### config.mk
export PLATFORM = sky130hd
export DESIGN_NAME = sub_serial
export DESIGN_NICKNAME = d
export VERILOG_FILES = /design/src/rtl/adder_pkg.sv /design/src/rtl/sub_digit.sv /design/src/rtl/sub_serial.sv
export SDC_FILE = /design/constraint.sdc
export NUM_CORES = 1
export LEC_CHECK = 0
export BUFFER_PORTS_ARGS = -buffer_cell sky130_fd_sc_hd__buf_2
export CORE_MARGIN = 10
export CORE_UTILIZATION = 50
export DETAILED_ROUTE_END_ITERATION = 12
export PLACE_DENSITY = 0.74
export SYNTH_ARGS = -nofsm -noshare
export SYNTH_HDL_FRONTEND = slang
export SYNTH_SLANG_ARGS = --single-unit
export TNS_END_PERCENT = 100
### constraint.sdc
create_clock -name clk -period 5.01 [get_ports clk]
set_clock_uncertainty 0.2 [all_clocks]
set_input_delay 0 -clock clk [delete_from_list [all_inputs] [get_ports clk]]
set_output_delay 0 -clock clk [all_outputs]
set_load 0.1 [all_outputs]
### src/rtl/adder_pkg.sv
// Shared types and sizing helpers for the adder IP datapath.
package adder_pkg;

   typedef enum logic [1:0] {
      IDLE,
      RUN,
      DONE
   } sub_state_e;

   localparam int DEF_DATA_WIDTH  = 32;
   localparam int DEF_DIGIT_WIDTH = 8;

   function automatic int num_digits(input int data_width, input int digit_width);
      return data_width / digit_width;
   endfunction

   // A single-digit configuration still needs a 1-bit counter.
   function automatic int cnt_width(input int data_width, input int digit_width);
      int n;
      n = $clog2(data_width / digit_width);
      return (n < 1) ? 1 : n;
   endfunction

endpackage

### src/rtl/sub_digit.sv
// Combinational borrow-ripple subtractor slice: d = x - y - bin over W bits.
module sub_digit #(
   parameter int W = 8
) (
   input  logic [W-1:0] x,
   input  logic [W-1:0] y,
   input  logic         bin,
   output logic [W-1:0] d,
   output logic         bout
);

   always_comb begin
      logic br;
      br = bin;
      d  = '0;
      for (int i = 0; i < W; i++) begin
         d[i] = x[i] ^ y[i] ^ br;
         br   = (~x[i] & y[i]) | (~x[i] & br) | (y[i] & br);
      end
      bout = br;
   end

endmodule

### src/rtl/sub_serial.sv
// Digit-serial subtractor a - b - bin with borrow-out; one DIGIT_WIDTH slice per clock.
// Define SUB_SERIAL_OVF_EN to add the registered signed-overflow output ovf.
module sub_serial
   import adder_pkg::*;
#(
   parameter int DATA_WIDTH  = DEF_DATA_WIDTH,
   parameter int DIGIT_WIDTH = DEF_DIGIT_WIDTH
) (
   input  logic                  clk,
   input  logic                  rst,
   input  logic                  in_valid,
   output logic                  in_ready,
   input  logic [DATA_WIDTH-1:0] a,
   input  logic [DATA_WIDTH-1:0] b,
   input  logic                  bin,
   output logic                  out_valid,
   input  logic                  out_ready,
   output logic [DATA_WIDTH:0]   diff_ext
`ifdef SUB_SERIAL_OVF_EN
   ,
   output logic                  ovf
`endif
);

   localparam int NUM_DIGITS = num_digits(DATA_WIDTH, DIGIT_WIDTH);
   localparam int CNT_W      = cnt_width(DATA_WIDTH, DIGIT_WIDTH);
   localparam logic [CNT_W-1:0] LAST_DIGIT = CNT_W'(NUM_DIGITS - 1);

   if (DATA_WIDTH % DIGIT_WIDTH != 0) begin : g_width_check
      $fatal(1, "sub_serial: DIGIT_WIDTH must divide DATA_WIDTH");
   end

   sub_state_e                       state;
   logic [DATA_WIDTH-1:0]            a_q;
   logic [DATA_WIDTH-1:0]            b_q;
   logic [DATA_WIDTH-1:0]            res_q;
   logic [DATA_WIDTH-1:0]            res_next;
   logic [DATA_WIDTH+DIGIT_WIDTH-1:0] res_cat;
   logic                             borrow_q;
   logic [CNT_W-1:0]                 cnt_q;
   logic [DIGIT_WIDTH-1:0]           d_digit;
   logic                             bout_digit;
`ifdef SUB_SERIAL_OVF_EN
   logic                             a_msb_q;
   logic                             b_msb_q;
`endif

   // Operands shift right so the active digit is always the low slice;
   // finished digits enter res_q from the top and land in place after NUM_DIGITS steps.
   sub_digit #(.W(DIGIT_WIDTH)) u_digit (
      .x    (a_q[DIGIT_WIDTH-1:0]),
      .y    (b_q[DIGIT_WIDTH-1:0]),
      .bin  (borrow_q),
      .d    (d_digit),
      .bout (bout_digit)
   );

   assign res_cat  = {d_digit, res_q};
   assign res_next = res_cat[DATA_WIDTH+DIGIT_WIDTH-1:DIGIT_WIDTH];

   // Handshake: a transfer happens on a rising edge where valid && ready; the
   // producer holds valid (and data) until then, and ready never depends on valid.
   assign in_ready  = (state == IDLE) && !rst;
   assign out_valid = (state == DONE);

   always_ff @(posedge clk) begin
      if (rst) begin
         state    <= IDLE;
         a_q      <= '0;
         b_q      <= '0;
         res_q    <= '0;
         borrow_q <= 1'b0;
         cnt_q    <= '0;
         diff_ext <= '0;
`ifdef SUB_SERIAL_OVF_EN
         a_msb_q  <= 1'b0;
         b_msb_q  <= 1'b0;
         ovf      <= 1'b0;
`endif
      end else begin
         case (state)
            IDLE: begin
               if (in_valid) begin
                  a_q      <= a;
                  b_q      <= b;
                  borrow_q <= bin;
                  cnt_q    <= '0;
`ifdef SUB_SERIAL_OVF_EN
                  a_msb_q  <= a[DATA_WIDTH-1];
                  b_msb_q  <= b[DATA_WIDTH-1];
`endif
                  state    <= RUN;
               end
            end
            RUN: begin
               a_q      <= a_q >> DIGIT_WIDTH;
               b_q      <= b_q >> DIGIT_WIDTH;
               res_q    <= res_next;
               borrow_q <= bout_digit;
               if (cnt_q == LAST_DIGIT) begin
                  diff_ext <= {bout_digit, res_next};
`ifdef SUB_SERIAL_OVF_EN
                  ovf      <= (a_msb_q != b_msb_q) && (res_next[DATA_WIDTH-1] != a_msb_q);
`endif
                  state    <= DONE;
               end else begin
                  cnt_q <= cnt_q + 1'b1;
               end
            end
            DONE: begin
               if (out_ready) state <= IDLE;
            end
            default: state <= IDLE;
         endcase
      end
   end

endmodule

==> qor.yml <==
worst-r2r-setup-slack_ps: 530
grt_pass1_wl_um: 24100
syn-mean-instance-area_um2: 8.51
crit_required_ps: 5150
fp.dieW_um: 121
tns_ps: 0
drive_gt1_share_pct: 20.1
nNetsFinal: 837
die_y_um: 121
drt-vias-per-instance: 5.43
r2r-end: "borrow_q"
critPathArrivalTime_ps: 4620
power_density_nw_per_um2: 377
setup_viol: 0
ir_worst_vdd_v: 0.000266
cpPeakStageDelay_ps: 570
clock_sinks: 126
final_cell_area_um2: 7010
die-area_um2: 14600
io_pins: 104
hold_viol_final: 0
first_iter_violations: 270
post_cts_buffers: 0
area_growth_syn_to_layout_pct: 37.9
row_count: 36
h-tree-depth: 4
start_util_pct: 51.7
drtPass1Iterations: 5
fin_cells: 906
synth-seq-cells: 126
drc: 0
vias: 4922
rsz0062_at_grt: "no"
clock_path_buffers: 2
synth_top_area_share_pct: 49.7
crit_path_max_fanout: 2
wl_per_cell_um: 16.2
dpl.hpwl_um: 8020
grt_overflow: 0
finalPower_mw: 2.64
min_to: "b_q[17]"
io_buffers: 103
grt.total_usage_pct: 20.4
yosys.area.top_type: "dfxtp_1"
cts_buffers: 17
hold_start: "b[17]"
ff2ff_path_depth: 14
insertion_delay_ps: 520
synth-warning-count: 0
drt_wl_total_um: 14700
gp_congestion: 0.771
antenna_found_initial: 1
coreArea_um2: 9820
yosysSeqAreaShare_pct: 49.7
grt_max_degree: 87
start_kind: "register"
cts_tree: "yes"
postPlaceCellArea_um2: 5550
syn_inst: 597
synth.area.top_cells: "dfxtp_1 (50%), nand2_1 (10%), a21oi_1 (9.5%), a211oi_1 (7.2%), nor2_1 (5.1%)"
antenna_left: 0
synth_area_um2: 5080
period_share_pct: 89.5
crit_type: "reg2reg"
first_global_vias: 4953
clkTransAtPathRegs_ps: 60
maxCapViolCount: 0
synth_fp_nets: 675
slew_headroom_pct: 26.8
worstHoldPathType: "in2reg"
drv_slew: 0
dp_cells: 786
cp_cell_sequence: "inv_1 > fa_1 > inv_1 > fa_1 > fa_1 > fa_1 > fa_1 > fa_1 > fa_1 > inv_1 > fa_1 > a2bb2oi_1 > dlygate4sd3_1 > a21oi_1"
whs_path_depth: 4
critical-path-slowest-cell: "dlygate4sd3_1"
crit_path_end_kind: "register"
period_needed_ps: 4480
yosys.cell_types.count: 30
root_buffer: "clkbuf_8"
fmax_mhz: 223
status: "completed"
r2r_start: "b_q[0]"
leakage_nw: 2.85
crit_top_cell: "fa_1"
worstMarginPinSlew_ps: 1100
## cells by family after synthesis
group	share of synthesized area, %
AND/OR/NAND/NOR	17.0
flip-flops	49.7
buffers and inverters	6.50
adder cells (fa/ha/maj)	3.40
multiplexers	0.197
AO/OA/AOI/OAI	23.2
## synthesized netlist by cell type (all sizes together)
cell type and n:
clkbuf 12, nand2 136, or3b 1, nor2b 2
o21bai 1, or3 1, a2bb2oi 1, fa 8
a221oi 8, a211oi 53, a21oi 96, ha 1
nand2b 2, dfxtp 126, o211ai 2, a22oi 16
nand3 2, inv 12, nand3b 1, o21ba 1
and3b 1, mux2i 1, buf 41, nor3b 1
nor3 2, nor2 69
## layer usage
metal / track usage (%) / vias up / part of all wire, %
met5: 0 / - / 0
met4: 11.6 / 0 / 4.0
met3: 7.40 / 62 / 7.4
met2: 34.8 / 205 / 51
met1: 21.4 / 2291 / 38
li1: - / 2364 / -
## worst max-delay path by stage
| stage | from | end |
|---|---|---|
| floorplan | b_q[0] | diff_ext[31] |
| global placement | b_q[0] | res_q[31] |
| detailed placement | b_q[0] | res_q[31] |
| CTS | b_q[0] | borrow_q |
| global route | b_q[0] | borrow_q |
| finish | b_q[0] | borrow_q |
## registers in the layout (all words and copies together) (netlist names)
register,flops
a_q,32
b_q,32
borrow_q,1
cnt_q,2
diff_ext,33
res_q,24
state,2
## cell type report
| type | instances | area (um^2) |
|---|---|---|
| multi-input cells | 406 | 2250 |
| inverters | 12 | 45.0 |
| repair buffers | 196 | 1430 |
| fillers | 735 | 2810 |
| clock buffers | 19 | 422 |
| diodes | 1 | 2.50 |
| flip-flops and latches | 126 | 2520 |
| clock inverters | 13 | 166 |
| well taps | 133 | 166 |
## stage by stage
step,hold slack [ps],utilization (%),worst slack (ps)
after CTS,54.2,71.4,29.2
after global routing,81.8,71.4,290
after detailed placement,54.3,56.5,996
after floorplan,-59.0,-,1280
final,72.3,71.4,527
after global placement,47.4,56.5,1110
## report_power, final
group          internal [mW]  switching [mW]  total (mW)
Combinational          0.154           0.183       0.336
Sequential              1.06          0.0359        1.09
Clock                  0.759           0.453        1.21
Total                   1.97           0.671        2.64
## layout by cell type, fill, tap and decap left out, types with 3 or more instances in the layout
| master | synthesis | routed |
|---|---|---|
| a211oi_1 | 49 | 49 |
| a211oi_2 | 4 | 4 |
| a21oi_1 | 96 | 96 |
| a221oi_2 | 8 | 8 |
| a22oi_1 | 16 | 16 |
| buf_2 | 27 | 102 |
| buf_4 | 12 | 7 |
| bufinv_16 | 0 | 3 |
| clkbuf_16 | 0 | 16 |
| clkinv_4 | 0 | 4 |
| clkinvlp_4 | 0 | 3 |
| dfxtp_1 | 126 | 126 |
| dlygate4sd3_1 | 0 | 87 |
| fa_1 | 8 | 8 |
| inv_1 | 12 | 12 |
| nand2_1 | 136 | 136 |
| nor2_1 | 69 | 69 |
## worst max-delay path: cells and delay by family (launching register included)
family | cells | cell delay, ps
flip-flops | 1 | 300
buffers and inverters | 4 | 810
AO/OA/AOI/OAI | 2 | 240
adder cells (fa/ha/maj) | 8 | 2770
## repair_timing
action,4_1_cts,5_1_grt
hold buffers,88,0
resized for setup,0,0
hold endpoints to repair,105,0
endpoints found under the setup margin,0,1
No activity file was read; power rests on OpenSTA's default activity.
